$ cat config.mk
export PLATFORM = sky130hd
export DESIGN_NAME = serial_frame_tx
export DESIGN_NICKNAME = d
export VERILOG_FILES = /design/src/rtl/serial_frame_tx.sv
export SDC_FILE = /design/constraint.sdc
export NUM_CORES = 1
export LEC_CHECK = 0
export BUFFER_PORTS_ARGS = -buffer_cell sky130_fd_sc_hd__buf_2
export CORE_MARGIN = 2
export CORE_UTILIZATION = 50
export DETAILED_ROUTE_END_ITERATION = 16
export PLACE_DENSITY = 0.77
export SETUP_SLACK_MARGIN = 0.5
export SYNTH_ARGS = -nofsm -noshare
export SYNTH_HDL_FRONTEND = slang
export SYNTH_SLANG_ARGS = --single-unit
export TNS_END_PERCENT = 10
$ cat constraint.sdc
create_clock -name clk -period 3.4 [get_ports clk]
set_input_delay 0.17 -clock clk [delete_from_list [all_inputs] [get_ports clk]]
set_output_delay 0.17 -clock clk [all_outputs]
set_load 0.01 [all_outputs]
$ cat src/rtl/serial_frame_tx.sv
// UART-style frame transmitter: start bit, DATA_W data bits LSB first, optional parity, stop bit.
// Latency: the line drops to the start bit the cycle after the accept edge; the frame lasts (2+DATA_W+PARITY_EN)*CLKS_PER_BIT cycles.
// Backpressure: tx_ready is high only in IDLE; tx_valid is ignored while a frame is in flight, so the producer holds it until ready.
module serial_frame_tx #(
    parameter int DATA_W       = 8,
    parameter int CLKS_PER_BIT = 4,
    parameter int PARITY_EN    = 0,
    parameter int PARITY_ODD   = 0
) (
    input  logic              clk,
    input  logic              rst_n,
    input  logic [DATA_W-1:0] tx_data,
    input  logic              tx_valid,
    output logic              tx_ready,
    output logic              tx_serial,
    output logic              tx_busy,
    output logic              tx_done
);

    localparam int CW = (CLKS_PER_BIT > 1) ? $clog2(CLKS_PER_BIT) : 1;
    localparam int BW = (DATA_W > 1) ? $clog2(DATA_W) : 1;
    localparam logic [CW-1:0] BAUD_LAST = CW'(CLKS_PER_BIT - 1);
    localparam logic [BW-1:0] BIT_LAST  = BW'(DATA_W - 1);
    localparam logic          PAR_INV   = (PARITY_ODD != 0);

    typedef enum logic [2:0] {
        S_IDLE   = 3'd0,
        S_START  = 3'd1,
        S_DATA   = 3'd2,
        S_PARITY = 3'd3,
        S_STOP   = 3'd4
    } state_t;

    state_t            state_q;
    logic [CW-1:0]     baud_q;
    logic [BW-1:0]     bit_q;
    logic [DATA_W-1:0] shreg_q;
    logic [DATA_W-1:0] shreg_d;
    logic              par_q;
    logic              ser_q;
    logic              done_q;
    logic              baud_last;

    // Shift-register contents after the next data-bit boundary.
    assign shreg_d   = shreg_q >> 1;
    assign baud_last = (baud_q == BAUD_LAST);

    assign tx_ready  = (state_q == S_IDLE);
    assign tx_busy   = (state_q != S_IDLE);
    assign tx_serial = ser_q;
    assign tx_done   = done_q;

    // Frame sequencer: the line level is registered one step ahead so it changes exactly on state changes.
    always_ff @(posedge clk) begin
        if (!rst_n) begin
            state_q <= S_IDLE;
            baud_q  <= '0;
            bit_q   <= '0;
            shreg_q <= '0;
            par_q   <= 1'b0;
            ser_q   <= 1'b1;
            done_q  <= 1'b0;
        end else begin
            done_q <= 1'b0;
            case (state_q)
                S_IDLE: begin
                    ser_q  <= 1'b1;
                    baud_q <= '0;
                    bit_q  <= '0;
                    if (tx_valid) begin
                        // Parity is captured here because the shift register is consumed by shifting.
                        shreg_q <= tx_data;
                        par_q   <= (^tx_data) ^ PAR_INV;
                        ser_q   <= 1'b0;
                        state_q <= S_START;
                    end
                end
                S_START: begin
                    if (baud_last) begin
                        baud_q  <= '0;
                        ser_q   <= shreg_q[0];
                        state_q <= S_DATA;
                    end else begin
                        baud_q <= baud_q + CW'(1);
                    end
                end
                S_DATA: begin
                    if (baud_last) begin
                        baud_q <= '0;
                        if (bit_q == BIT_LAST) begin
                            bit_q <= '0;
                            if (PARITY_EN != 0) begin
                                ser_q   <= par_q;
                                state_q <= S_PARITY;
                            end else begin
                                ser_q   <= 1'b1;
                                state_q <= S_STOP;
                            end
                        end else begin
                            bit_q   <= bit_q + BW'(1);
                            shreg_q <= shreg_d;
                            ser_q   <= shreg_d[0];
                        end
                    end else begin
                        baud_q <= baud_q + CW'(1);
                    end
                end
                S_PARITY: begin
                    if (baud_last) begin
                        baud_q  <= '0;
                        ser_q   <= 1'b1;
                        state_q <= S_STOP;
                    end else begin
                        baud_q <= baud_q + CW'(1);
                    end
                end
                S_STOP: begin
                    if (baud_last) begin
                        baud_q  <= '0;
                        ser_q   <= 1'b1;
                        done_q  <= 1'b1;
                        state_q <= S_IDLE;
                    end else begin
                        baud_q <= baud_q + CW'(1);
                    end
                end
                default: begin
                    ser_q   <= 1'b1;
                    state_q <= S_IDLE;
                end
            endcase
        end
    end

endmodule

Yosys cells after proc, flatten, opt, wreduce, memory -nomap -nowiden:

Cells that the tools add are included.

* flip-flop bits (word level): 18
* word-level logic and storage cells: 56
* output and inout bits: 4

* reduce and logical (&&, ||, !) cells: 11
* equal/unequal tests: 14
* muxes and demuxes: 23
* $add $sub $neg: 2

Operator list (number)
* $mux 3: 8
* $mux 8: 3
* $pmux 8 s2: 1
* $pmux 3 s5: 1
* $ne 2x2->1 const B: 7
* $eq 3x2->1 const B: 2
* $eq 3x3->1 const B: 2
* $mux 1: 6
* $pmux 3 s2: 1
* $reduce_and 6->1: 1
* $pmux 1 s4: 1
* $pmux 2 s2: 1
* $reduce_and 2->1: 2
* $reduce_and 4->1: 1
* $reduce_bool 2->1: 2
* $reduce_or 4->1: 1
* $add 3x1->3 const B: 1
* $eq 3x1->1 const B: 1
* $logic_not 3->1: 1
* $reduce_and 3->1: 1
* $reduce_bool 3->1: 1
* $add 2x1->2 const B: 1
* $eq 2x2->1 const B: 1
* $mux 2: 1
* 2 further kinds: 2

Longest topological paths before layout:

* depth after elaboration: 4
* mapped depth: 6
* gate-level depth less buffers: 5

Worst setup path after synthesis:

Ideal clock, no wire load.

* kind: register -> register
* start: register bit_q[0]
* end: register shreg_q[0]
* library setup time: 0.119 ns
* required time: 3.281 ns
* slack: 1.885 ns
* buffers on the path: 1
* arrival: 1.396 ns
* stages on the path, launching flop included: 7
* period minus slack after synthesis: 1.515 ns
* cell sequence: dfxtp_1 > ha_1 > ha_1 > nand3b_2 > and2_1 > buf_2 > o221a_1

* cells in the longest elaborated chain, start to end: 3

Ends and longest elaborated chain
* start, declared: line 36 `logic [BW-1:0] bit_q;`
* start signal, assigned: line 100 `bit_q <= bit_q + BW'(1);`
* $eq 3x3->1: line 90 `if (bit_q == BIT_LAST) begin`
* $ne 2x2->1 (no line)
* $reduce_and 4->1 (no line)
* end signal, assigned: line 72 `shreg_q <= tx_data;`
* end signal, assigned: line 101 `shreg_q <= shreg_d;`
* end, declared: line 37 `logic [DATA_W-1:0] shreg_q;`

Every way passes these cells.
A chain may end at the register's enable or synchronous reset.

Worst setup path after layout:

* start: register state_q[1]
* end: register shreg_q[2]

* cells in the longest elaborated chain, start to end: 3
* elaborated cells between the ends (all ways): 8
* classes of those cells: eq/ne: 4; mux: 1; reduce/logical: 3

Ends and longest elaborated chain
* start, declared: line 34 `state_t state_q;`
* start signal, assigned: line 56 `state_q <= S_IDLE;`
* start signal, assigned: line 75 `state_q <= S_START;`
* start signal, assigned: line 82 `state_q <= S_DATA;`
* $eq 3x2->1 or $logic_not 3->1 (tied branches): line 65 `case (state_q)`
* $ne 2x2->1 (no line) or $reduce_bool 2->1 (tied branches)
* $reduce_and 4->1 (no line)

Parallel ways exist; a longest one is shown, timed or not.

==> results.rst <==
.. list-table::
   :header-rows: 1

   * - Metric
     - Value
   * - Status
     - complete, no violations
   * - Crit start category
     - register
   * - Cells after DPL
     - 139
   * - Post-Route Skew
     - 1.26 ps
   * - Tightest Hold Check Type
     - in2reg
   * - Wire length after detailed routing
     - 1900 µm
   * - Die Wd
     - 49.1 µm
   * - Core Region
     - 1940 µm²
   * - Count of different cell masters after synthesis
     - 41
   * - Number of global-route vias before repair
     - 762
   * - Classification of the worst setup path
     - reg2reg
   * - Detail-routed net length per standard cell
     - 13.3 µm
   * - Number of instances resized during post-cts repair
     - 0
   * - Largest cells by area after synthesis
     - sky130_fd_sc_hd__dfxtp_1, sky130_fd_sc_hd__o221a_1, sky130_fd_sc_hd__mux2i_1
   * - Pwr dens
     - 379 nW/µm²
   * - First-pass GRT wire length
     - 3350 µm
   * - Hold wc startpoint
     - tx_data[7]
   * - Share of final-layout standard cells stronger than drive strength 1
     - 21.6%
   * - Top cell types by occurrence after synthesis
     - sky130_fd_sc_hd__dfxtp_1, sky130_fd_sc_hd__nand2_1, sky130_fd_sc_hd__mux2i_1, sky130_fd_sc_hd__o221a_1
   * - Starting density of the core
     - 52.4%
   * - Clock network latency to the later pin of the worst-skew pair
     - 300 ps
   * - Dominant cell by count in the synthesized netlist
     - sky130_fd_sc_hd__dfxtp_1
   * - Count of state elements after synthesis
     - 18
   * - Maximum number of pins on one net before global-route repair
     - 26
   * - Routed length on met3
     - 50 µm
   * - Min Clock Period, post-route
     - 1840 ps
   * - RSZ-0062 raised after global routing
     - no
   * - Total clock sinks
     - 18
   * - Final-report hold violation count
     - 0
   * - Non-Filler Cell Area, Final
     - 1100 µm²
   * - Max-cap check violation count
     - 0
   * - Synthesized netlist net count
     - 122
   * - Tcrit/Tclk final
     - 54.0%
   * - Number of DRC violations after detailed-routing iteration 0
     - 7
   * - Count of flip-flops with a built-in enable after synthesis
     - 0
   * - Post-CTS setup-driven buffer insertion count
     - 0
   * - Post-synthesis area per instance
     - 9.51 µm²
   * - Cell accounting for the most synthesized area
     - sky130_fd_sc_hd__dfxtp_1
   * - Reg clk slew, reported paths
     - 110 ps
   * - Worst max-slew margin expressed relative to the limit
     - 37.9%
   * - Layout Area Growth over Synthesis
     - 8.12%
   * - Remaining DRCs
     - 0
   * - Number of iterations in the first detailed-routing pass
     - 4
   * - Last weighted congestion value of the routability-driven placer
     - 0.817
   * - Root cell of the clock tree
     - sky130_fd_sc_hd__clkbuf_4
   * - Met1 Routed Length
     - 944 µm
   * - Slew at the pin closest to its max-slew limit
     - 930 ps
   * - Hold-fix buffers at CTS
     - 0
   * - Die footprint
     - 2410 µm²
   * - Fill count
     - 200
   * - Fmax achieved
     - 545 MHz
   * - Worst hold margin
     - 146 ps
   * - Deepest level of the CTS H-tree
     - 1
   * - End point of the worst hold path
     - shreg_q[7]
   * - Top sig layer
     - met4
   * - Setup Viol. Count Final
     - 0
   * - Sequential cell area in the final layout
     - 360 µm²
   * - Leakage
     - 0.430 nW
   * - Global-route total usage across every layer
     - 17.4%
   * - Post-DP HPWL
     - 1280 µm
   * - Site Rows
     - 16
   * - Via-to-Cell Ratio
     - 5.65
   * - Final ANT Viol Nets
     - 0
   * - Post-Syn Area
     - 1020 µm²
   * - Final Max Tran Viols
     - 0
   * - Sequential fraction of the synthesis area
     - 35.4%
   * - Number of CTS-inserted buffers
     - 3
   * - Logic depth of the worst register-to-register path
     - 3
   * - Initial antenna violation count
     - 0
   * - Boundary Pins
     - 15
   * - Footprint of the multi-input gates
     - 592 µm²
   * - R2r setup slk
     - 1560 ps
   * - Count of buffers inserted at the top-level ports
     - 14
   * - Required time at the worst-slack endpoint
     - 3650 ps
   * - Endpoint of the worst register-to-register path
     - shreg_q[2]
   * - Diodes inserted
     - 0
   * - Post-Place Cell Area
     - 1060 µm²
   * - Synthesized netlist cell count
     - 107
   * - Worst supply voltage drop on vdd
     - 0.237 mV
   * - Clock tree buffer depth
     - 2
   * - Hold path cells
     - 3
   * - Reg2Reg Launch Point
     - state_q[1]
   * - Top cell type's share of synthesized area
     - 35.4%
   * - Top fanout value on the critical path
     - 25
   * - Layout Cells excl Fill
     - 143
   * - Most used flip-flop cell after synthesis
     - sky130_fd_sc_hd__dfxtp_1
   * - Data arrival time at the worst-slack endpoint
     - 2090 ps
   * - Die Span Y
     - 49.1 µm
   * - Total negative setup slack
     - 0 ps
   * - Via count
     - 808
   * - CTS tree
     - built
   * - Proportion of synthesized flip-flops having asynchronous set or reset
     - 0%
   * - Grt ovf
     - 0
   * - Final-stage net count
     - 132
   * - Power after layout
     - 417 µW
   * - Synth Warn #
     - 0
   * - Met2 WL
     - 873 µm
   * - Setup crit end kind
     - register
## worst max-delay path: stages (launching register included)
cell,delay (ps)
sky130_fd_sc_hd__dfxtp_1,950
sky130_fd_sc_hd__nand2b_4,320
sky130_fd_sc_hd__and2_1,290
sky130_fd_sc_hd__o221a_1,220
## final cells by class
cell class | count | area share (%)
timing repair buffer | 14 | 6.37
inverter | 2 | 0.683
tap | 27 | 3.07
sequential | 18 | 32.8
clock buffer | 4 | 3.30
multi-input combinational | 78 | 53.8
## state kept, by name, indices dropped and copies added (netlist names)
| register | flops |
|---|---|
| state_q | 3 |
| bit_q | 3 |
| tx_serial | 1 |
| tx_done | 1 |
| shreg_q | 8 |
| baud_q | 2 |
## through the flow
step                setup slack [ps]  util, %
global route                    1400     56.6
floorplan                       1890        -
finish                          1560     56.6
CTS                             1560     56.6
detailed placement              1590     54.8
global placement                1660     54.8
## layer usage
metal  up-vias  track usage [%]
met1       375             24.3
met3         5             2.76
met2        14             27.0
met5         -                0
met4         0             5.71
li1        414                -
## placed cells by master, fill, tap and decap left out, drive strengths merged, types with 3 or more instances in the layout
cell    netlist  routed
dfxtp        18      18
buf           7      14
nand2        10      10
mux2i         7       7
o221a         7       7
o21ai         7       7
a21boi        5       5
ha            4       4
clkbuf        2       4
nor3b         3       3
o21a          3       3
nand2b        3       3
a21oi         3       3
nor2          3       3
## cell families after synthesis
kind of cell | count (synthesis) | synth area share [%]
flip-flops | 18 | 35.4
multiplexers | 8 | 8.00
buffers and inverters | 11 | 6.40
AND/OR/NAND/NOR | 38 | 23.7
adder cells (fa/ha/maj) | 4 | 4.92
AO/OA/AOI/OAI | 28 | 21.5
## power breakdown
| part | leakage [nW] | switching [mW] | internal (mW) | total, mW |
|---|---|---|---|---|
| sequential | 0.148 | 0.00965 | 0.221 | 0.231 |
| clock | 0.0210 | 0.0716 | 0.0653 | 0.137 |
| combinational | 0.261 | 0.0244 | 0.0249 | 0.0493 |
## worst max-delay path by stage
stage / start / end / slack, ps / cells after the start
global route: state_q[1] / shreg_q[2] / 1400 / 3
floorplan: bit_q[0] / shreg_q[0] / 1890 / 6
finish: state_q[1] / shreg_q[2] / 1560 / 3
CTS: state_q[1] / shreg_q[2] / 1560 / 3
detailed placement: state_q[1] / shreg_q[2] / 1590 / 3
global placement: state_q[1] / shreg_q[2] / 1660 / 3
Note: power is estimated with default switching activity, not from simulation.
